$ cat src/rtl/uart_pkg.sv
// Shared types and constants for the UART receive decoder.
// Latency: n/a (package only).
// Backpressure: n/a (package only).
//
// Contents: FSM state encoding, parity mode constants and a counter-width helper.
package uart_pkg;

  typedef enum logic [2:0] {
    IDLE   = 3'd0,
    START  = 3'd1,
    DATA   = 3'd2,
    PARITY = 3'd3,
    STOP   = 3'd4
  } state_t;

  localparam int PARITY_NONE = 0;
  localparam int PARITY_EVEN = 1;
  localparam int PARITY_ODD  = 2;

  // Bits needed for a counter that runs 0..n-1 (never narrower than 1 bit).
  function automatic int cnt_width(input int n);
    return (n <= 2) ? 1 : $clog2(n);
  endfunction

endpackage

$ cat src/rtl/uart_rx_sync.sv
// Two-flop synchroniser for the raw serial line plus falling-edge detect.
// Latency: rxs_o follows rx_i after 2 clk cycles; fall_o is coincident with the first low rxs_o.
// Backpressure: none; free-running.
//
// Ports:
//   clk, rst_n - system clock, async active-low reset (all flops reset to 1 = line idle)
//   rx_i       - raw, asynchronous serial input
//   rxs_o      - synchronised line value
//   fall_o     - 1 when rxs_o has just gone from 1 to 0
module uart_rx_sync (
  input  logic clk,
  input  logic rst_n,
  input  logic rx_i,
  output logic rxs_o,
  output logic fall_o
);

  logic meta_q;
  logic sync_q;
  logic prev_q;

  always_ff @(posedge clk or negedge rst_n) begin
    if (!rst_n) begin
      meta_q <= 1'b1;
      sync_q <= 1'b1;
      prev_q <= 1'b1;
    end else begin
      meta_q <= rx_i;
      sync_q <= meta_q;
      prev_q <= sync_q;
    end
  end

  assign rxs_o  = sync_q;
  assign fall_o = prev_q & ~sync_q;

endmodule

$ cat src/rtl/uart_frame_decoder.sv
// Parametrised UART receive decoder: one decoded word per frame plus a frame-detect pulse.
// Latency: pulses one cycle after the last stop-bit decision (+1 more with majority voting).
// Backpressure: none; outputs are single-cycle pulses, consumer must keep up.
//
// Ports:
//   clk, rst_n      - system clock, async active-low reset
//   rx              - raw serial line (async, idles high)
//   enable          - low forces IDLE and blocks new starts
//   detect_only     - high suppresses valid/out_data update at frame end
//   out_data        - last error-free word, LSB = first data bit received
//   valid           - pulse: out_data just updated
//   detected        - pulse: a frame ended (errors or not)
//   frame_err       - pulse: a stop bit sampled low
//   parity_err      - pulse: parity mismatch
//   busy            - state != IDLE
//
// Optional build macro: UART_DEC_MAJORITY_EN - 2-of-3 majority vote around each sample point.
module uart_frame_decoder
  import uart_pkg::*;
#(
  parameter int DATA_BITS    = 8,
  parameter int CLKS_PER_BIT = 16,
  parameter int PARITY_MODE  = 0,
  parameter int STOP_BITS    = 1
) (
  input  logic                 clk,
  input  logic                 rst_n,
  input  logic                 rx,
  input  logic                 enable,
  input  logic                 detect_only,
  output logic [DATA_BITS-1:0] out_data,
  output logic                 valid,
  output logic                 detected,
  output logic                 frame_err,
  output logic                 parity_err,
  output logic                 busy
);

  localparam int CW = cnt_width(CLKS_PER_BIT);
  localparam int IW = 4;
  localparam logic [CW-1:0] CNT_LAST      = CW'(CLKS_PER_BIT - 1);
  localparam logic [CW-1:0] CNT_HALF      = CW'(CLKS_PER_BIT / 2);
  localparam logic [IW-1:0] IDX_DATA_LAST = IW'(DATA_BITS - 1);
  localparam logic [IW-1:0] IDX_STOP_LAST = IW'(STOP_BITS - 1);
  localparam logic          ODD_INV       = (PARITY_MODE == PARITY_ODD);

  // ---------------------------------------------------------------------------
  // Input synchroniser
  // ---------------------------------------------------------------------------
  logic rxs;
  logic rx_fall;

  uart_rx_sync u_sync (
    .clk    (clk),
    .rst_n  (rst_n),
    .rx_i   (rx),
    .rxs_o  (rxs),
    .fall_o (rx_fall)
  );

  // ---------------------------------------------------------------------------
  // State and datapath registers
  // ---------------------------------------------------------------------------
  state_t                 state_q, state_d;
  logic [CW-1:0]          cnt_q, cnt_d;
  logic [IW-1:0]          idx_q, idx_d;
  logic [DATA_BITS-1:0]   shift_q, shift_d;
  logic                   armed_q, armed_d;
  logic                   perr_q, perr_d;
  logic                   ferr_q, ferr_d;
  logic [DATA_BITS-1:0]   out_data_q, out_data_d;
  logic                   valid_q, valid_d;
  logic                   det_q, det_d;
  logic                   fe_q, fe_d;
  logic                   pe_q, pe_d;

  // sample: a bit decision is taken this cycle; bit_val: the decided bit value.
  logic sample;
  logic bit_val;

`ifdef UART_DEC_MAJORITY_EN
  localparam logic [CW-1:0] CNT_PRE = CW'(CLKS_PER_BIT - 2);

  // Votes at CLKS_PER_BIT-2 and -1 are stored; the third vote is the live
  // rxs on the cycle after reload, so every decision lands one cycle late.
  logic vote0_q;
  logic vote1_q;
  logic pend_q;

  always_ff @(posedge clk or negedge rst_n) begin
    if (!rst_n) begin
      vote0_q <= 1'b1;
      vote1_q <= 1'b1;
      pend_q  <= 1'b0;
    end else begin
      if (cnt_q == CNT_PRE)  vote0_q <= rxs;
      if (cnt_q == CNT_LAST) vote1_q <= rxs;
      pend_q <= (state_q != IDLE) && enable && (cnt_q == CNT_LAST);
    end
  end

  assign sample  = pend_q;
  assign bit_val = (vote0_q & vote1_q) | (vote0_q & rxs) | (vote1_q & rxs);
`else
  assign sample  = (cnt_q == CNT_LAST);
  assign bit_val = rxs;
`endif

  // ---------------------------------------------------------------------------
  // FSM: state register
  // ---------------------------------------------------------------------------
  always_ff @(posedge clk or negedge rst_n) begin
    if (!rst_n) begin
      state_q <= IDLE;
    end else begin
      state_q <= state_d;
    end
  end

  // ---------------------------------------------------------------------------
  // FSM: next state
  // ---------------------------------------------------------------------------
  always_comb begin
    state_d = state_q;
    case (state_q)
      IDLE: begin
        if (enable && armed_q && rx_fall) state_d = START;
      end
      START: begin
        // A start bit that is high at its centre was a glitch.
        if (sample) state_d = bit_val ? IDLE : DATA;
      end
      DATA: begin
        if (sample && (idx_q == IDX_DATA_LAST)) begin
          state_d = (PARITY_MODE != PARITY_NONE) ? PARITY : STOP;
        end
      end
      PARITY: begin
        if (sample) state_d = STOP;
      end
      STOP: begin
        if (sample && (idx_q == IDX_STOP_LAST)) state_d = IDLE;
      end
      default: state_d = IDLE;
    endcase
    if (!enable) state_d = IDLE;
  end

  // ---------------------------------------------------------------------------
  // FSM: outputs and datapath next values
  // ---------------------------------------------------------------------------
  always_comb begin
    cnt_d      = cnt_q;
    idx_d      = idx_q;
    shift_d    = shift_q;
    armed_d    = armed_q;
    perr_d     = perr_q;
    ferr_d     = ferr_q;
    out_data_d = out_data_q;
    valid_d    = 1'b0;
    det_d      = 1'b0;
    fe_d       = 1'b0;
    pe_d       = 1'b0;

    // Entering START preloads half a bit so later samples hit bit centres.
    if (state_q == IDLE) begin
      cnt_d = (state_d == START) ? CNT_HALF : '0;
    end else if (!enable) begin
      cnt_d = '0;
    end else begin
      cnt_d = (cnt_q == CNT_LAST) ? '0 : cnt_q + 1'b1;
    end

    if ((state_q == IDLE) && rxs) armed_d = 1'b1;

    if (!enable) begin
      idx_d  = '0;
      perr_d = 1'b0;
      ferr_d = 1'b0;
    end else begin
      case (state_q)
        IDLE: begin
          idx_d  = '0;
          perr_d = 1'b0;
          ferr_d = 1'b0;
        end
        START: begin
          if (sample) idx_d = '0;
        end
        DATA: begin
          if (sample) begin
            shift_d = {bit_val, shift_q[DATA_BITS-1:1]};
            idx_d   = (idx_q == IDX_DATA_LAST) ? '0 : idx_q + 1'b1;
          end
        end
        PARITY: begin
          if (sample && (bit_val != ((^shift_q) ^ ODD_INV))) perr_d = 1'b1;
        end
        STOP: begin
          if (sample) begin
            if (!bit_val) ferr_d = 1'b1;
            if (idx_q == IDX_STOP_LAST) begin
              idx_d = '0;
              det_d = 1'b1;
              fe_d  = ferr_q | ~bit_val;
              pe_d  = perr_q;
              if (!detect_only && !(ferr_q | ~bit_val) && !perr_q) begin
                out_data_d = shift_q;
                valid_d    = 1'b1;
              end
              // A line still low here is a break; wait for it to return high.
              armed_d = rxs;
            end else begin
              idx_d = idx_q + 1'b1;
            end
          end
        end
        default: idx_d = '0;
      endcase
    end
  end

  // ---------------------------------------------------------------------------
  // Datapath and output registers
  // ---------------------------------------------------------------------------
  always_ff @(posedge clk or negedge rst_n) begin
    if (!rst_n) begin
      cnt_q      <= '0;
      idx_q      <= '0;
      shift_q    <= '0;
      armed_q    <= 1'b0;
      perr_q     <= 1'b0;
      ferr_q     <= 1'b0;
      out_data_q <= '0;
      valid_q    <= 1'b0;
      det_q      <= 1'b0;
      fe_q       <= 1'b0;
      pe_q       <= 1'b0;
    end else begin
      cnt_q      <= cnt_d;
      idx_q      <= idx_d;
      shift_q    <= shift_d;
      armed_q    <= armed_d;
      perr_q     <= perr_d;
      ferr_q     <= ferr_d;
      out_data_q <= out_data_d;
      valid_q    <= valid_d;
      det_q      <= det_d;
      fe_q       <= fe_d;
      pe_q       <= pe_d;
    end
  end

  assign out_data   = out_data_q;
  assign valid      = valid_q;
  assign detected   = det_q;
  assign frame_err  = fe_q;
  assign parity_err = pe_q;
  assign busy       = (state_q != IDLE);

endmodule
$ cat config.mk
export PLATFORM = sky130hd
export DESIGN_NAME = uart_frame_decoder
export DESIGN_NICKNAME = d
export VERILOG_FILES = /design/src/rtl/uart_pkg.sv /design/src/rtl/uart_rx_sync.sv /design/src/rtl/uart_frame_decoder.sv
export SDC_FILE = /design/constraint.sdc
export NUM_CORES = 1
export LEC_CHECK = 0
export CAP_MARGIN = 20
export CORE_AREA = 3 3 64 66
export CTS_CLUSTER_SIZE = 10
export DETAILED_ROUTE_END_ITERATION = 10
export DIE_AREA = 0 0 67 69
export DONT_BUFFER_PORTS = 1
export PLACE_DENSITY_LB_ADDON = 0.3
export SKIP_CTS_REPAIR_TIMING = 1
export SLEW_MARGIN = 20
export SYNTH_ARGS = -nofsm -noshare
export SYNTH_HDL_FRONTEND = slang
export SYNTH_HIERARCHICAL = 1
export SYNTH_SLANG_ARGS = --single-unit
$ cat constraint.sdc
create_clock -name clk -period 2.8 [get_ports clk]
set_input_delay 0.84 -clock clk [delete_from_list [all_inputs] [get_ports clk]]
set_output_delay 0.84 -clock clk [all_outputs]
set_load 0.03 [all_outputs]
==> summary.md, run 1 <==
| Metric | Value |
|---|---|
| Yosys top cell by area | dfrtp_1 |
| RePlAce Congestion | 0.790 |
| Number of global-route vias before repair | 1,067 |
| Clk root buf | clkbuf_8 |
| Worst slew pin tran | 0.652 ns |
| Antenna cells | 0 |
| Worst VDD drop | 0.178 mV |
| CTS Buffer Depth | 2 |
| Final hold violations | 0 |
| Mean Syn Cell Area | 12.1 sq um |
| Vias per Instance | 5.44 |
| FF-to-FF Start | cnt_q[0]$_DFF_PN0_ |
| Reg-to-Reg End | out_data[2]$_DFFE_PN0P_ |
| Max Clk Rate | 416 MHz |
| Total wire length | 2900 um |
| Worst Path Class, Setup | flop to flop |
| Area used by multi-input combinational logic | 753 sq um |
| WP data required | 2.97 ns |
| Layout Nets | 154 |
| Input/output buffers | 0 |
| Chip Height | 69 um |
| Comb power frac | 0.025 |
| Min cycle time layout | 2.40 ns |
| DRT Pass-1 Iters | 4 |
| CP max FO | 9 |
| Setup Skew | 0.00553 ns |
| Sequential share of the synthesized area | 0.532 |
| H-tree Lvls | 2 |
| Switching pwr | 212 uW |
| Status | complete, no violations |
| Final ANT Viol Nets | 0 |
| First-pass GRT wire length | 5060 um |
| CP max stage cell | or4_4 |
| Setup slack, reg-to-reg | 0.40 ns |
| Sequential share of power | 0.588 |
| WP data arrival | 2.58 ns |
| Drt drc | 0 |
| HPWL after DPL | 2130 um |
| Ports | 18 |
| R2r worst-path depth | 6 |
| Leak pwr | 0.000871 uW |
| Cts bufs inserted | 5 |
| Synth-to-Final Area Change | 6.16% |
| CTS tree | built |
| Max-cap violation count | 0 |
| Vias | 1,060 |
| Sw Ratio | 0.227 |
| Rel. slew slack | 0.565 |
| Dpl ws | 0.381 ns |
| Crit path cell chain | ha_1 -> and3_4 -> nand2_1 -> or3_4 -> or4_4 -> mux2_4 |
| Fillers | 350 |
| CP Capture Type | flop |
| Total negative slack | 0 ns |
| Worst setup margin | 0.398 ns |
| Initial antenna violation count | 0 |
| Initial core utilization | 0.481 |
| Net Count, Synth | 153 |
| Core area | 3630 sq um |
| Global route overflow | 0 |
| Starting DRT DRC Count | 61 |
| Die area | 4620 sq um |
| Wire length per cell | 14.9 um |
| Total track usage | 0.143 |
| Yosys cell types | 45 |
| Fin crit share | 0.858 |
| P_int | 721 uW |
| Most area-consuming cells after synthesis | dfrtp_1 (49%), mux2_4 (6.9%), mux2_2 (5.2%) |
| Inst Count DP | 187 |
| Finished Layout Cells | 195 |
| Pin count of the biggest net entering global routing | 38 |
| Worst-Skew Late Latency | 0.29 ns |
| CP peak stage delay | 0.61 ns |
| Ys Warns | 6 |
| Reg clk slew, reported paths | 0.08 ns |
| Row cnt | 22 |
| Power per cell area | 503 nW/um^2 |
| Mapped Cells | 145 |
| Hold_ws | 0.238 ns |
| Synthesis-stage register bit count | 37 |
| HP Class | primary input to async pin |
| RSZ-0062 raised after global routing | no |
| Crit start category | flop |
| Final Max Slew Viols | 0 |
| Die X | 67 um |
| Clock share of power | 0.387 |
| Mapped cell area | 1750 sq um |
| Share of cells above drive strength 1 | 0.238 |
| Setup violations, final | 0 |
| Yosys top cell area share | 0.487 |
| CTS Sinks | 37 |
| Reg area | 930 sq um |
==> worst max-delay path, delay by kind of cell, from the launching register on <==
family        cells  cell delay [ns]
fa+ha+maj         1             0.24
mux               1             0.34
simple gates      4             1.32
flops             1             0.39
==> registers in the layout, summed over array words and instances, names as in the netlist <==
| register | count |
|---|---|
| armed_q | 1 |
| shift_q | 8 |
| u_sync/prev_q | 1 |
| parity_err | 1 |
| cnt_q | 4 |
| out_data | 8 |
| detected | 1 |
| valid | 1 |
| ferr_q | 1 |
| perr_q | 1 |
| u_sync/rxs_o | 1 |
| state_q | 3 |
| frame_err | 1 |
| u_sync/meta_q | 1 |
| idx_q | 4 |
==> how the worst max path moves through the flow <==
stage	startpoint	endpoint	depth (start not counted)
floorplan	enable	out_data[0]$_DFFE_PN0P_	5
global placement	enable	out_data[7]$_DFFE_PN0P_	4
detailed placement	enable	out_data[2]$_DFFE_PN0P_	4
CTS	cnt_q[0]$_DFF_PN0_	out_data[2]$_DFFE_PN0P_	6
global route	idx_q[1]$_DFFE_PN0P_	out_data[5]$_DFFE_PN0P_	7
finish	cnt_q[0]$_DFF_PN0_	out_data[2]$_DFFE_PN0P_	6
==> synthesized netlist by cell type <==
| cell | instances |
|---|---|
| nor3b_1 | 1 |
| dfstp_2 | 3 |
| or3b_2 | 1 |
| mux2_2 | 8 |
| a32oi_1 | 1 |
| nor4_1 | 1 |
| o21a_1 | 2 |
| nor3_1 | 2 |
| and3_1 | 1 |
| nor2b_1 | 1 |
| dfrtp_1 | 34 |
| nand2b_1 | 3 |
| ha_1 | 3 |
| xnor2_1 | 7 |
| nand2_1 | 10 |
| nor3b_2 | 1 |
| o221ai_1 | 1 |
| or4b_2 | 1 |
| nor2b_4 | 1 |
| buf_6 | 2 |
| a31oi_1 | 1 |
| a22o_2 | 1 |
| xnor3_1 | 1 |
| nor2_1 | 10 |
| and2b_1 | 1 |
| buf_2 | 1 |
| xor2_1 | 1 |
| a311oi_1 | 1 |
| or4_1 | 1 |
| inv_1 | 7 |
| or4_4 | 1 |
| nand4_1 | 1 |
| mux2_4 | 8 |
| or3_4 | 1 |
| o21bai_1 | 2 |
| nand4b_1 | 1 |
| a21oi_1 | 7 |
| o21ai_0 | 2 |
| and3_4 | 1 |
| or3_1 | 3 |
| and2_1 | 1 |
| clkbuf_1 | 3 |
| o31ai_1 | 1 |
| nand3_1 | 3 |
| o2bb2ai_1 | 1 |
==> power groups by stage <==
| stage | registers, uW | clock network (uW) | logic, uW |
|---|---|---|---|
| floorplan | 555 | 0 | 21.9 |
| global placement | 558 | 0 | 23.8 |
| detailed placement | 559 | 0 | 23.7 |
| CTS | 548 | 375 | 23.8 |
| global route | 549 | 401 | 26.4 |
| finish | 548 | 361 | 23.6 |
==> stage by stage <==
stage,power (uW),util,area [sq um]
after detailed placement,582,0.487,1770
final,933,0.511,1860
after global placement,582,0.487,1770
after floorplan,577,-,1750
after CTS,947,0.511,1860
after global routing,976,0.511,1860
==> cells in the final DEF (no fill, tap or decap), types with 2 or more instances in the layout <==
cell       n
nor3_1     2
dfstp_2    3
o21ai_0    2
o21a_1     2
o21bai_1   2
clkinv_2   2
clkbuf_8   5
a21oi_1    7
nand2b_1   3
xnor2_1    7
mux2_2     8
mux2_4     8
or3_1      3
ha_1       3
nand3_1    3
nor2_1    10
nand2_1   10
inv_1      7
dfrtp_1   34
==> layer usage <==
layer,GRT usage,part of all wire
met5,0,0
met4,0.0541,0.018
met3,0.0521,0.043
met2,0.211,0.50
met1,0.191,0.44
==> layout make-up <==
| cell class | instances | area share |
|---|---|---|
| flip-flops and latches | 37 | 0.501 |
| multi-input cells | 95 | 0.406 |
| clock buffers | 5 | 0.0371 |
| well taps | 48 | 0.0324 |
| inverters | 7 | 0.0142 |
| clock inverters | 3 | 0.00944 |
==> cell families after synthesis <==
| kind of cell | count (synthesis) | share of synthesized area |
|---|---|---|
| AND/OR/NAND/NOR | 47 | 0.160 |
| XOR/XNOR | 9 | 0.0530 |
| flip-flops | 37 | 0.532 |
| adder cells (fa/ha/maj) | 3 | 0.0215 |
| buffers and inverters | 13 | 0.0372 |
| AO/OA/AOI/OAI | 20 | 0.0766 |
| multiplexers | 16 | 0.120 |
No activity file was read; power rests on OpenSTA's default activity.
==> run 2: changes to the inputs <==
- ABC_AREA: unset -> 1
- CORE_AREA: 3 3 64 66 -> 3 3 55 77
- DIE_AREA: 0 0 67 69 -> 0 0 58 80
==> run 2 against run 1 <==
Compared with the run above: clock power grew 30%; final area increased by 2.3%; hold slack improved by 0.0010 ns; die area rose by 0.37%; maximum frequency grew 8.9%; flip-flop and latch count unchanged; non-clock buffer count stayed put; area after synthesis is 0.21% higher; clock skew grew 0.0020 ns; sequential share of layout area shrank 1.1 points; count of clock-buffer cells in the layout rose by 2; critical endpoint is now busy; largest power group unchanged; highest routed layer unchanged.
==> summary.md, run 2 <==
| Metric | Value |
|---|---|
| Initial antenna violation count | 0 |
| Worst path depth | 4 |
| Hold_ws | 0.239 ns |
| CP Capture Type | primary output |
| Max-cap violation count | 0 |
| DRT Pass-1 Iters | 4 |
| Die X | 58 um |
| Mapped cell area | 1750 sq um |
| Fraction of registers with async set/reset | 1.00 |
| First-pass GRT wire length | 5580 um |
| Yosys top cell area share | 0.486 |
| Power per cell area | 605 nW/um^2 |
| Mean Syn Cell Area | 8.34 sq um |
| Initial core utilization | 0.481 |
| Reg clk slew, reported paths | 0.07 ns |
| Final hold violations | 0 |
| Leak pwr | 0.000948 uW |
| Status | complete, no violations |
| CP top delay family | flip-flops |
| Worst Path Class, Setup | flop to primary output |
| Layout Nets | 223 |
| Row cnt | 26 |
| RSZ-0062 raised after global routing | no |
| Synthesis-stage register bit count | 37 |
| Most frequent cell after synthesis | nand2_1 |
| Total negative slack | 0 ns |
| Crit start category | flop |
| Sequential share of the synthesized area | 0.531 |
| CTS tree | built |
| HP Class | primary input to async pin |
| Vias per Instance | 5.08 |
| Worst slew pin tran | 0.518 ns |
| Total track usage | 0.162 |
| Synth-to-Final Area Change | 8.36% |
| Setup Skew | 0.00757 ns |
| Yosys top cell by area | dfrtp_1 |
| CTS Buffer Depth | 2 |
| Setup violations, final | 0 |
| Pin count of the biggest net entering global routing | 38 |
| Clk root buf | clkbuf_8 |
| Wire length per cell | 12.7 um |
| R2r worst-path depth | 5 |
| Drt drc | 0 |
| Max Clk Rate | 453 MHz |
| Final Max Slew Viols | 0 |
| Cts bufs inserted | 5 |
| Most area-consuming cells after synthesis | dfrtp_1 (49%), nand2_1 (14%), inv_1 (6.2%) |
| HPWL after DPL | 2360 um |
| Most used cell along the critical path | inv_1 |
| Reg-to-Reg End | shift_q[0]$_DFFE_PN0P_ |
| Primary FF master, synth | dfrtp_1 |
| Setup slack, reg-to-reg | 1.05 ns |
| Most frequent cells in the layout | nand2_1 (65), dfrtp_1 (34), inv_1 (29) |
| CP bufs+invs | 2 |
| Net Count, Synth | 218 |
| Die area | 4640 sq um |
| Worst-Skew Late Latency | 0.29 ns |
| Yosys cell types | 22 |
| Chip Height | 80 um |
| RePlAce Congestion | 0.876 |
| Mapped Cells | 210 |
| Ports | 18 |
| Rel. slew slack | 0.654 |
| Most common cell after layout, fill and taps aside | nand2_1 |
| Post-synth EDFFs | 0 |
| Fin crit share | 0.788 |
| CP max stage cell | dfrtp_1 |
| CTS Sinks | 37 |
| Top cells by instance count after synthesis | nand2_1 (65), dfrtp_1 (34), inv_1 (29) |
| Crit path launch | state_q[0]$_DFF_PN0_ |
| Min cycle time layout | 2.21 ns |
| Final ANT Viol Nets | 0 |
| Crit path cell chain | inv_1 -> nand2_1 -> nor2_1 -> inv_1 |
| Worst VDD drop | 0.415 mV |
| Global route overflow | 0 |
| Ys Warns | 6 |
| Starting DRT DRC Count | 53 |
| Vias | 1,311 |
| Number of global-route vias before repair | 1,266 |
| WP data arrival | 1.37 ns |
| CP max FO | 5 |
| CP peak stage delay | 0.39 ns |
| FF-to-FF Start | cnt_q[0]$_DFF_PN0_ |
| Input/output buffers | 0 |
| WP data required | 1.96 ns |
| Total wire length | 3270 um |
| H-tree Lvls | 2 |
| Core area | 3640 sq um |
| Antenna cells | 0 |
| Share of cells above drive strength 1 | 0.0972 |
## run 2: cell types whose count changed after synthesis, sizes merged, moves of 6 or more
cell | before | now
inv | 7 | 30
mux2 | 16 | 0
nand2 | 10 | 66
nand3 | 3 | 14
nor2 | 10 | 19
o21ai | 2 | 23
xnor2 | 7 | 1
## run 2: cells by family after synthesis
group / after synthesis / synth area share
xor+xnor: 3 / 0.0150
buf+inv: 32 / 0.0771
fa+ha+maj: 3 / 0.0214
flops: 37 / 0.531
compound gates: 34 / 0.117
simple gates: 101 / 0.239
## run 2: layout make-up
cell class                 instances  area (sq um)
clock inverter                     1          30.0
multi-input combinational        141           687
inverter                          30           113
sequential                        37           930
tap                               42          52.6
fill                             366          1750
clock buffer                       7          86.3
## run 2: power breakdown
part / switching (uW) / internal, uW
Sequential: 26.2 / 559
Combinational: 62.6 / 30.3
Clock: 180 / 290
Total: 269 / 879
## run 2: metrics by stage
step / cells / total power, uW / utilization / cell area [sq um] / worst slack, ns
2_1_floorplan: 210 / 669 / - / 1750 / 1.01
3_3_place_gp: 250 / 687 / 0.489 / 1780 / 0.944
3_5_place_dp: 250 / 688 / 0.489 / 1780 / 0.912
4_1_cts: 258 / 1170 / 0.521 / 1900 / 0.576
5_1_grt: 258 / 1210 / 0.521 / 1900 / 0.419
6_report: 258 / 1150 / 0.521 / 1900 / 0.594
## run 2: worst max path at each step
stage / endpoint / slack, ns
CTS: busy / 0.58
global placement: busy / 0.94
floorplan: busy / 1.01
global route: busy / 0.42
detailed placement: busy / 0.91
finish: busy / 0.59
## run 2: worst reg2reg max path, cell delays in order (launching register included)
cell     delay (ns)
dfrtp_1        0.37
ha_1           0.19
nand3_1        0.19
inv_1          0.18
nand3_1        0.40
o21ai_0        0.34
## run 2: routing by layer
metal / global-route usage / routed length (um)
met4: 0.0905 / 78
met5: 0 / 0
met1: 0.183 / 1370
met3: 0.0437 / 137
met2: 0.271 / 1690
